--- src/rtl/switchover_clock_selector_if.sv ---
// Candidate clock inputs and reconstructed clock output of the switchover selector.
// Latency: none, wires only.
// Backpressure: none, these are free-running clock-like signals.
interface switchover_clock_selector_if;
  logic first_clock;
  logic second_clock;
  logic clock_out;

  // Source side: drives the candidate clocks and observes the reconstructed clock.
  modport master (
    output first_clock,
    output second_clock,
    input  clock_out
  );

  // Selector side: samples the candidates and drives the reconstructed clock.
  modport slave (
    input  first_clock,
    input  second_clock,
    output clock_out
  );
endinterface

--- src/rtl/switchover_clock_selector.sv ---
// Reconstructs the running candidate clock (second preferred, first as fallback) on a registered output.
// Latency: STAGES+1 reference cycles from a candidate edge to the matching clock_out edge.
// Backpressure: none; a stopped candidate is detected by timeout and the output idles low.
module switchover_clock_selector #(
  parameter int STAGES  = 2,
  parameter int TIMEOUT = 64
) (
  input  logic                          clock,
  input  logic                          reset,
  switchover_clock_selector_if.slave    bus
);

  localparam int CW = $clog2(TIMEOUT + 1);
  localparam logic [CW-1:0] CNT_MAX = CW'(TIMEOUT);

  typedef enum logic [1:0] {
    NONE   = 2'd0,
    FIRST  = 2'd1,
    SECOND = 2'd2
  } state_t;

  logic [STAGES-1:0] first_sh;
  logic [STAGES-1:0] second_sh;
  logic              first_prev;
  logic              second_prev;
  logic [CW-1:0]     first_cnt;
  logic [CW-1:0]     second_cnt;
  state_t            state_q;
  state_t            state_d;
  state_t            target;
  logic              out_q;
  logic              out_d;

  logic first_sync;
  logic second_sync;
  logic first_rise;
  logic second_rise;
  logic first_fall;
  logic second_fall;
  logic first_active;
  logic second_active;

  assign first_sync    = first_sh[STAGES-1];
  assign second_sync   = second_sh[STAGES-1];
  assign first_rise    = first_sync & ~first_prev;
  assign second_rise   = second_sync & ~second_prev;
  assign first_fall    = ~first_sync & first_prev;
  assign second_fall   = ~second_sync & second_prev;
  assign first_active  = (first_cnt < CNT_MAX);
  assign second_active = (second_cnt < CNT_MAX);
  assign bus.clock_out = out_q;

  // Synchronize both asynchronous candidates and keep one previous sample for edge detection.
  always_ff @(posedge clock) begin
    if (reset) begin
      first_sh    <= '0;
      second_sh   <= '0;
      first_prev  <= 1'b0;
      second_prev <= 1'b0;
    end else begin
      first_sh    <= {first_sh[STAGES-2:0], bus.first_clock};
      second_sh   <= {second_sh[STAGES-2:0], bus.second_clock};
      first_prev  <= first_sync;
      second_prev <= second_sync;
    end
  end

  // Activity timers: cleared by a sampled rising edge, saturating at TIMEOUT (= stopped).
  always_ff @(posedge clock) begin
    if (reset) begin
      first_cnt  <= CNT_MAX;
      second_cnt <= CNT_MAX;
    end else begin
      if (first_rise)
        first_cnt <= '0;
      else if (first_cnt < CNT_MAX)
        first_cnt <= first_cnt + 1'b1;
      if (second_rise)
        second_cnt <= '0;
      else if (second_cnt < CNT_MAX)
        second_cnt <= second_cnt + 1'b1;
    end
  end

  // Preferred source given current activity: second wins, first is the fallback.
  always_comb begin
    target = NONE;
    if (second_active)
      target = SECOND;
    else if (first_active)
      target = FIRST;
  end

  // State register.
  always_ff @(posedge clock) begin
    if (reset)
      state_q <= NONE;
    else
      state_q <= state_d;
  end

  // Switch only while the output is low and the new source has just fallen, so the
  // new source's first output phase is a complete low phase followed by a full high phase.
  // A target that returns to the current state simply never satisfies the switch test.
  always_comb begin
    state_d = state_q;
    if ((target != state_q) && !out_q) begin
      case (target)
        NONE:    state_d = NONE;
        FIRST:   if (first_fall)  state_d = FIRST;
        SECOND:  if (second_fall) state_d = SECOND;
        default: state_d = NONE;
      endcase
    end
  end

  // Follow the selected source; a source that timed out is forced low.
  always_comb begin
    out_d = 1'b0;
    case (state_d)
      FIRST:   out_d = first_sync & first_active;
      SECOND:  out_d = second_sync & second_active;
      default: out_d = 1'b0;
    endcase
  end

  // Registered output keeps clock_out glitch-free.
  always_ff @(posedge clock) begin
    if (reset)
      out_q <= 1'b0;
    else
      out_q <= out_d;
  end

endmodule

--- src/flat_wrapper.sv ---
// flat-port wrapper written by rule: the top's interface ports become plain ports
module switchover_clock_selector_flat 
#(
  parameter int STAGES  = 2,
  parameter int TIMEOUT = 64
)
  (clock, reset, bus_first_clock, bus_second_clock, bus_clock_out);
  switchover_clock_selector_if bus_i ();
  input  logic clock;
  input  logic reset;
  input wire logic [$bits(bus_i.first_clock)-1:0] bus_first_clock;
  input wire logic [$bits(bus_i.second_clock)-1:0] bus_second_clock;
  output wire logic [$bits(bus_i.clock_out)-1:0] bus_clock_out;
  assign bus_i.first_clock = bus_first_clock;
  assign bus_i.second_clock = bus_second_clock;
  assign bus_clock_out = bus_i.clock_out;
  switchover_clock_selector #(.STAGES(STAGES), .TIMEOUT(TIMEOUT)) u_core (.clock(clock), .reset(reset), .bus(bus_i));
endmodule
--- config.mk ---
export PLATFORM = sky130hd
export DESIGN_NAME = switchover_clock_selector_flat
export DESIGN_NICKNAME = d
export VERILOG_FILES = /design/src/rtl/switchover_clock_selector_if.sv /design/src/rtl/switchover_clock_selector.sv /design/src/flat_wrapper.sv
export SDC_FILE = /design/constraint.sdc
export NUM_CORES = 1
export LEC_CHECK = 0
export CAP_MARGIN = 20
export CORE_AREA = 2 2 46 48
export CTS_BUF_LIST = sky130_fd_sc_hd__clkbuf_8
export CTS_CLUSTER_SIZE = 8
export DETAILED_ROUTE_END_ITERATION = 6
export DIE_AREA = 0 0 48 50
export PLACE_DENSITY = 0.8
export SLEW_MARGIN = 20
export SYNTH_ARGS = -nofsm -noshare
export SYNTH_HDL_FRONTEND = slang
export SYNTH_SLANG_ARGS = --single-unit
--- constraint.sdc ---
create_clock -name clock -period 2.2 [get_ports clock]
set_clock_uncertainty 0.05 [all_clocks]
set_input_delay 0.44 -clock clock [delete_from_list [all_inputs] [get_ports clock]]
set_output_delay 0.44 -clock clock [all_outputs]
set_load 0.01 [all_outputs]
=== Yosys cells after proc, flatten, opt, wreduce, memory -nomap -nowiden ===
Index checks and enable logic that the tools add are counted.

* Output and inout bits: 1
* Bits in latches: 0
* Flip-flop bits (word level): 23
* Memories kept: 0
* ROM bits: 0
* RAM bits: 0

* Reductions and logical operators: 6
* Equal/unequal tests: 5
* Bitwise operators: 10
* Order comparisons: 2
* Multiply operators: 0
* $add $sub $neg: 2
* Multiplexer cells: 11
* Div/mod/pow operators: 0
* Shift-type cells: 0

{| class="wikitable"
|+ Operators by type and width
! kind !! number
|-
| $mux 7 || 4
|-
| $add 7x1->7 const B || 2
|-
| $lt 7x7->1 const B || 2
|-
| $mux 2 || 4
|-
| $and 1x1->1 || 6
|-
| $eq 2x1->1 const B || 2
|-
| $eq 2x2->1 const B || 2
|-
| $not 1->1 || 4
|-
| $pmux 2 s2 || 1
|-
| $reduce_bool 2->1 || 2
|-
| $reduce_or 2->1 || 2
|-
| $ne 2x2->1 || 1
|-
| $pmux 1 s2 || 1
|-
| $logic_and 1x1->1 || 1
|-
| $logic_not 1->1 || 1
|-
| $mux 1 || 1
|}

=== Depth between registers and ports, before layout ===
Gate-level depths: netlist (run 1).

* Depth in word-level cells: 8
* Depth in mapped cells: 8

=== Least setup slack after synthesis (run 1) ===
Ideal clock, no wire load.

* Path type: reg-to-reg
* Start: register u_core.first_cnt[6]
* End: register u_core.out_q, in the netlist u_core.bus.clock_out
* Arrival time: 1.560 ns
* Cell stages (with the launch flop): 9
* Path buffers: 1
* Slack: 0.512 ns
* Library setup time: 0.078 ns
* Clock period less this slack: 1.688 ns
* Cells stage by stage: dfxtp_1 -> buf_6 -> xor2_2 -> a211oi_4 -> a31o_1 -> ha_1 -> nand2_1 -> o22a_2 -> nor3_1

* Word-level cells in the longest chain between the ends: 8

{| class="wikitable"
|+ RTL lines
! item !! RTL line !! RTL
|-
| start, declared || switchover_clock_selector.sv:26 || <nowiki>logic [CW-1:0] first_cnt;</nowiki>
|-
| start signal, assigned || switchover_clock_selector.sv:77 || <nowiki>first_cnt <= first_cnt + 1'b1;</nowiki>
|-
| $lt 7x7->1 (*) || switchover_clock_selector.sv:49 || <nowiki>assign first_active = (first_cnt < CNT_MAX);</nowiki>
|-
| $mux 1 || switchover_clock_selector.sv:90 || <nowiki>else if (first_active)</nowiki>
|-
| $mux 2 || switchover_clock_selector.sv:88 || <nowiki>if (second_active)</nowiki>
|-
| $eq 2x2->1 (tied with other cells) || switchover_clock_selector.sv:108 || <nowiki>case (target)</nowiki>
|-
| $pmux 2 s2 or $logic_and 1x1->1 (tied branches) || switchover_clock_selector.sv:108, switchover_clock_selector.sv:107 ||
|-
| $mux 2 || switchover_clock_selector.sv:107 || <nowiki>if ((target != state_q) && !out_q) begin</nowiki>
|-
| $eq 2x2->1 or $eq 2x1->1 (tied branches) || switchover_clock_selector.sv:120 || <nowiki>case (state_d)</nowiki>
|-
| $pmux 1 s2 (*) || switchover_clock_selector.sv:120 ||
|-
| end signal, assigned || switchover_clock_selector.sv:132 || <nowiki>out_q <= out_d;</nowiki>
|-
| end, declared || switchover_clock_selector.sv:31 || <nowiki>logic out_q;</nowiki>
|}

Mark *: on every way between the ends. The rest lies on a longest branch, timed or not.
A chain may end at the register's enable or synchronous reset.

=== Worst setup path in the final report (run 1) ===
Same ends and word-level chain as after synthesis.

==> reports/metrics.csv, run 1 <==
stage;metric;value;unit
synthesis;ys_types;35;
floorplanning;die_h;50;um
clock_tree;htree_levels;1;
global_routing;gr-usage-met3;6.59;%
worst_hold_path;hold_class;reg -> reg;
timing;worst_pin_slew;0.397;ns
floorplanning;std_cell_rows;16;
worst_setup_path;end_kind;register;
timing;rsz0062_at_grt;false;
status;status;finished, final reports clean;
clock_tree;clkTransAtPathRegs;0.08;ns
timing;setup_tns;0;ns
worst_setup_path;reg2reg_depth;7;
place;dpl.hpwl;1.33;mm
synthesis;synth_edf_count;0;
floorplanning;start_util;56.8;%
synthesis;ys_seq_area_share;42.6;%
routing;wl_per_cell;12.7;um
layout;drive_above_1_share;9.65;%
synthesis;synthCells;109;
layout;finalNetCount;123;
run;maxCapViolations;0;
synthesis;syn-num-nets;117;
layout;stdcell_count;141;
routing;drc;0;
worst_setup_path;crit_arrival;2.09;ns
clock_tree;clockRootBuffer;clkbuf_8;
clock_tree;holdBufCountCts;0;
worst_setup_path;r2r_end;u_core.bus.clock_out$_SDFF_PP0_;
place;gp_routability_congestion;0.766;
routing;avgViaCountPerCell;5.44;
worst_setup_path;cp.required;2.35;ns
power;power.density;735;mW/mm^2
worst_setup_path;path_delay_family;compound AO/OA/AOI/OAI gates;
timing;period_share;88.3;%
synthesis;synth.cell_area;0.00108;mm^2
routing;wirelength;1.79;mm
clock_tree;post-cts-setup-buffer-count;0;
layout;area_growth;9.73;%
floorplanning;fp.dieArea;0.00240;mm^2
worst_hold_path;min_from;u_core.first_sh[0]$_SDFF_PP0_;
floorplanning;core-area;0.00190;mm^2
routing;drt_iter0_drc;15;
synthesis;synth_warnings;0;
clock_tree;cts_sinks;23;
clock_tree;cts_tree;yes;
timing;holdWs;0.392;ns
timing;min_period;1.94;ns
worst_setup_path;crit_buf_inv;0;
place;numPortBuffers;4;
worst_setup_path;slowest_stage;dfxtp_1;
floorplanning;chipWidth;48;um
global_routing;grt_use_met1;21.7;%
worst_setup_path;cp_cell_sequence;xor2_2 > a211oi_4 > a31o_1 > ha_1 > nand2_1 > o22a_2 > nor3_1;
global_routing;grt_max_degree;14;
global_routing;antenna_found_initial;0;
global_routing;grt_pass1_vias;771;
worst_setup_path;crit_path_max_fanout;10;
worst_setup_path;rr_startpoint;u_core.first_cnt[6]$_SDFFE_PP1P_;
layout;multi_input_area;582;um^2
worst_setup_path;rrSetupSlack;0.26;ns
timing;slew_viol_final;0;
global_routing;grtUsageMet2;29.8;%
layout;seq_area;460;um^2
routing;num_vias;767;
clock_tree;ctsLongestPathBuffers;2;
global_routing;grt_remaining_overflow;0;
worst_setup_path;worst_path_largest_cell_delay;0.57;ns
timing;setup_ws;0.258;ns
timing;setup_viol;0;
synthesis;synth_top_flop_cell;dfxtp_1;
synthesis;async_reset_ff_share;0;%
layout;fillers;167;
clock_tree;cts.repair.resized;0;
timing;max_slew_margin;73.5;%
worst_hold_path;hold_path_end;u_core.first_sh[1]$_SDFF_PP0_;
timing;max_freq;0.515;GHz
global_routing;grt_usage;18.9;%
floorplanning;io_pins;5;
power;p_leak;0.477;nW
synthesis;syn_area_per_cell;9.91;um^2
synthesis;ys_ff_latch;23;
routing;antenna_left;0;
worst_setup_path;startpoint_type;register;
global_routing;grt-busiest-layer;met2;
worst_setup_path;path_class;reg -> reg;
power;ir_drop;0.000475;V
clock_tree;worst_skew_pair.late_latency;0.27;ns
place;dp.cells;137;
clock_tree;cts_buffers;3;
timing;hold_violations;0;
global_routing;grt_pass1_wl;3.11;mm
routing;first_pass_iters;4;
layout;antenna_cells;0;
place;post-place-ws;0.296;ns
worst_hold_path;min_path_cells;1;
-- report_power, final --
group	internal, mW	switching, mW
Combinational	0.0748	0.0763
Sequential	0.433	0.0228
Clock	0.127	0.137
-- area by class of cell --
type | instances | share of cell area (%)
clock buffers | 3 | 3.48
clock inverters | 1 | 0.422
inverters | 2 | 0.634
multi-input cells | 79 | 49.1
flip-flops and latches | 23 | 38.9
well taps | 27 | 2.85
repair buffers | 6 | 4.65
-- layer usage --
layer | part of all wire [%] | routed length (um)
met5 | 0 | 0
met4 | 1.6 | 28
met3 | 2.7 | 48
met2 | 53 | 941
met1 | 43 | 769
-- flip-flops by register name (all words and copies together), names as in the netlist --
| name | count |
|---|---|
| u_core.bus.clock_out | 1 |
| u_core.first_cnt | 7 |
| u_core.first_prev | 1 |
| u_core.first_sh | 2 |
| u_core.second_cnt | 7 |
| u_core.second_prev | 1 |
| u_core.second_sh | 2 |
| u_core.state_q | 2 |
-- Yosys cell counts, types with 2 or more instances --
library cell | count | area [um^2]
o21bai_1 | 2 | 15.0
nand3b_1 | 3 | 22.5
nand2_1 | 4 | 15.0
or2_0 | 2 | 12.5
nor2_1 | 10 | 37.5
nand4b_1 | 3 | 26.3
dfxtp_1 | 23 | 460
or3_1 | 2 | 12.5
a21oi_1 | 2 | 10.0
ha_1 | 4 | 50.1
nor2b_1 | 11 | 68.8
nand2b_1 | 2 | 12.5
mux2i_1 | 2 | 20.0
a31o_1 | 2 | 17.5
inv_1 | 2 | 7.51
a31oi_1 | 5 | 31.3
clkbuf_1 | 3 | 11.3
xor2_1 | 6 | 52.6
and3_1 | 2 | 12.5
o21ai_0 | 2 | 10.0
a311oi_1 | 2 | 17.5
xnor2_1 | 2 | 17.5
-- worst max path at each step --
stage                     depth (start not counted)                              from                         endpoint  slack (ns)
after floorplan                                   8  u_core.first_cnt[6]$_SDFFE_PP1P_  u_core.bus.clock_out$_SDFF_PP0_        0.51
after global placement                            7  u_core.first_cnt[6]$_SDFFE_PP1P_  u_core.bus.clock_out$_SDFF_PP0_        0.37
after CTS                                         7  u_core.first_cnt[6]$_SDFFE_PP1P_  u_core.bus.clock_out$_SDFF_PP0_        0.28
after detailed placement                          7  u_core.first_cnt[6]$_SDFFE_PP1P_  u_core.bus.clock_out$_SDFF_PP0_        0.30
final                                             7  u_core.first_cnt[6]$_SDFFE_PP1P_  u_core.bus.clock_out$_SDFF_PP0_        0.26
after global routing                              7  u_core.first_cnt[6]$_SDFFE_PP1P_  u_core.bus.clock_out$_SDFF_PP0_        0.15
-- through the flow --
stage	util, %	cell area (um^2)	power (mW)
5_1_grt	62.3	1180	0.910
6_report	62.3	1180	0.871
2_1_floorplan	-	1080	0.583
3_5_place_dp	59.9	1140	0.614
3_3_place_gp	59.9	1140	0.608
4_1_cts	62.3	1180	0.878
-- cell families (layout without fill, tap and decap cells) --
group,after synthesis,in the layout,share of synthesized area (%)
xor gates and xnor gates,9,9,8.00
adders and majority gates,4,4,4.64
and+or+nand+nor,44,44,25.3
DFF,23,23,42.6
buffers and inverters,7,12,3.48
AOI/OAI and AO/OA,20,20,14.1
muxes,2,2,1.85
-- layout by cell type (no fill, tap or decap) --
cell type	instances
o21bai_1	2
ha_1	4
nand2_1	4
nor3b_1	1
o22a_2	1
and2b_2	1
o21ai_0	2
nor2_1	10
o21ai_1	1
a31o_1	2
clkdlybuf4s50_1	4
and3_1	2
nand3b_1	3
or3_1	2
nand4b_4	1
mux2i_1	2
clkinv_2	1
nand2b_1	2
or2_0	2
a31oi_1	5
nor2b_1	11
clkbuf_8	3
a211oi_4	1
a21o_1	1
a22o_1	1
a311oi_1	2
xnor2_1	2
and2b_1	1
nor3_1	1
xor2_1	6
inv_1	2
xor2_2	1
buf_4	2
dfxtp_1	23
nand4b_1	3
a21oi_1	2
No activity file was read; power rests on OpenSTA's default activity.
==> run 2, diff against run 1 <==
Settings changed: PLACE_DENSITY 0.8 to default, PLACE_DENSITY_LB_ADDON from default to 0.05.
==> reports/metrics.csv, run 2 (synthesis results as in run 1) <==
stage;metric;value;unit
status;status;finished, final reports clean;
routing;wl_per_cell;11.8;um
power;p_clk_share;30.8;%
worst_setup_path;cp.required;2.35;ns
run;maxCapViolations;0;
floorplanning;chipWidth;48;um
worst_hold_path;hold_class;reg -> reg;
layout;reg.largest.list;u_core.first_cnt (7), u_core.second_cnt (7);
global_routing;antenna_found_initial;0;
power;comb_power_share;16.9;%
power;p_leak;0.473;nW
routing;drc;0;
timing;max_freq;0.527;GHz
layout;antenna_cells;0;
clock_tree;cts.repair.resized;0;
clock_tree;clkTransAtPathRegs;0.08;ns
layout;drive_above_1_share;9.65;%
worst_setup_path;crit_arrival;2.04;ns
worst_setup_path;r2r_end;u_core.bus.clock_out$_SDFF_PP0_;
place;dp.cells;137;
timing;period_share;86.3;%
floorplanning;fp.dieArea;0.00240;mm^2
worst_setup_path;reg2reg_depth;7;
place;numPortBuffers;4;
power;ir_drop;0.000528;V
place;gp_routability_congestion;0.760;
clock_tree;htree_levels;1;
worst_hold_path;hold_path_end;u_core.second_sh[1]$_SDFF_PP0_;
routing;drt_iter0_drc;7;
clock_tree;worst_skew_pair.late_latency;0.27;ns
clock_tree;ctsLongestPathBuffers;2;
global_routing;grt_max_degree;15;
timing;rsz0062_at_grt;false;
timing;setup_viol;0;
power;power.density;734;mW/mm^2
power;p_sw;235;uW
routing;wirelength;1.67;mm
floorplanning;start_util;56.8;%
worst_setup_path;rrSetupSlack;0.30;ns
routing;first_pass_iters;3;
layout;final_common_cell;dfxtp_1;
clock_tree;post-cts-setup-buffer-count;0;
global_routing;grt_remaining_overflow;0;
global_routing;grt_pass1_wl;3.13;mm
layout;fillers;155;
worst_setup_path;rr_startpoint;u_core.first_cnt[6]$_SDFFE_PP1P_;
floorplanning;die_h;50;um
timing;worst_pin_slew;0.406;ns
routing;antenna_left;0;
global_routing;grt_pass1_vias;726;
clock_tree;cts_sinks;23;
place;dpl.hpwl;1.23;mm
routing;num_vias;745;
power;finalPower;872;uW
worst_hold_path;min_path_cells;1;
clock_tree;cts_buffers;3;
timing;slew_viol_final;0;
clock_tree;holdBufCountCts;0;
worst_setup_path;cp_cell_sequence;xor2_2 > a211oi_4 > a31o_1 > ha_1 > nand2_1 > o22a_2 > nor3_1;
worst_setup_path;slowest_stage;dfxtp_1;
worst_setup_path;startpoint_type;register;
floorplanning;core-area;0.00190;mm^2
floorplanning;io_pins;5;
timing;setup_tns;0;ns
power;p_seq_share;52.3;%
timing;max_slew_margin;72.9;%
worst_setup_path;path_class;reg -> reg;
worst_setup_path;crit_path_max_fanout;10;
routing;avgViaCountPerCell;5.28;
worst_hold_path;min_from;u_core.second_sh[0]$_SDFF_PP0_;
layout;final_cell_mix;dfxtp_1 (23), nor2b_1 (11), nor2_1 (10), xor2_1 (6), a31oi_1 (5);
layout;stdcell_count;141;
worst_setup_path;end_kind;register;
timing;min_period;1.90;ns
clock_tree;clockRootBuffer;clkbuf_8;
timing;hold_violations;0;
layout;finalNetCount;123;
worst_setup_path;worst_path_largest_cell_delay;0.57;ns
layout;area_growth;9.97;%
global_routing;grt_usage;18.1;%
power;intPower;637;uW
floorplanning;std_cell_rows;16;
power;p_sw_share;27.0;%
clock_tree;cts_tree;yes;
-- run 2: worst max-delay path by stage --
stage,from,end,cells after the start
after floorplan,u_core.first_cnt[6]$_SDFFE_PP1P_,u_core.bus.clock_out$_SDFF_PP0_,8
after global placement,u_core.first_cnt[6]$_SDFFE_PP1P_,u_core.bus.clock_out$_SDFF_PP0_,7
after detailed placement,u_core.first_cnt[6]$_SDFFE_PP1P_,u_core.bus.clock_out$_SDFF_PP0_,7
after CTS,u_core.first_cnt[6]$_SDFFE_PP1P_,u_core.bus.clock_out$_SDFF_PP0_,7
after global routing,u_core.first_cnt[6]$_SDFFE_PP1P_,u_core.bus.clock_out$_SDFF_PP0_,7
final,u_core.first_cnt[6]$_SDFFE_PP1P_,u_core.bus.clock_out$_SDFF_PP0_,7
-- run 2: through the flow --
| step | area, um^2 | utilization, % | setup WS (ns) | hold slack [ns] |
|---|---|---|---|---|
| global route | 1190 | 62.4 | 0.128 | 0.409 |
| floorplan | 1080 | - | 0.512 | 0.364 |
| CTS | 1190 | 62.4 | 0.296 | 0.396 |
| finish | 1190 | 62.4 | 0.301 | 0.393 |
| detailed placement | 1140 | 59.9 | 0.328 | 0.382 |
| global placement | 1140 | 59.9 | 0.369 | 0.371 |
-- run 2: layout make-up --
type,instances,area (um^2),share of cell area [%]
Multi-Input combinational cell,79,582,49.0
Sequential cell,23,460,38.8
Timing Repair Buffer,6,55.1,4.64
Clock buffer,3,41.3,3.48
Tap cell,27,33.8,2.85
Clock inverter,1,7.51,0.632
Inverter,2,7.51,0.632
-- run 2: layer usage --
layer | vias up | track usage, % | wire (um)
met2 | 5 | 25.6 | 766
met3 | 4 | 3.30 | 29
li1 | 383 | - | -
met1 | 353 | 25.5 | 838
met4 | 0 | 9.46 | 34
met5 | - | 0 | 0
-- run 2: power by group through the flow --
stage	clock network, mW	logic [mW]	registers [mW]
2_1_floorplan	0	0.126	0.457
3_3_place_gp	0	0.142	0.465
3_5_place_dp	0	0.147	0.466
4_1_cts	0.277	0.148	0.456
5_1_grt	0.296	0.168	0.460
6_report	0.269	0.147	0.456
-- run 2: critical path, delay by kind of cell, from the launching register on --
family,cells,cell delay (ns)
AO/OA/AOI/OAI,3,0.75
flip-flops,1,0.57
XOR/XNOR,1,0.16
AND/OR/NAND/NOR,2,0.16
adder cells (fa/ha/maj),1,0.14
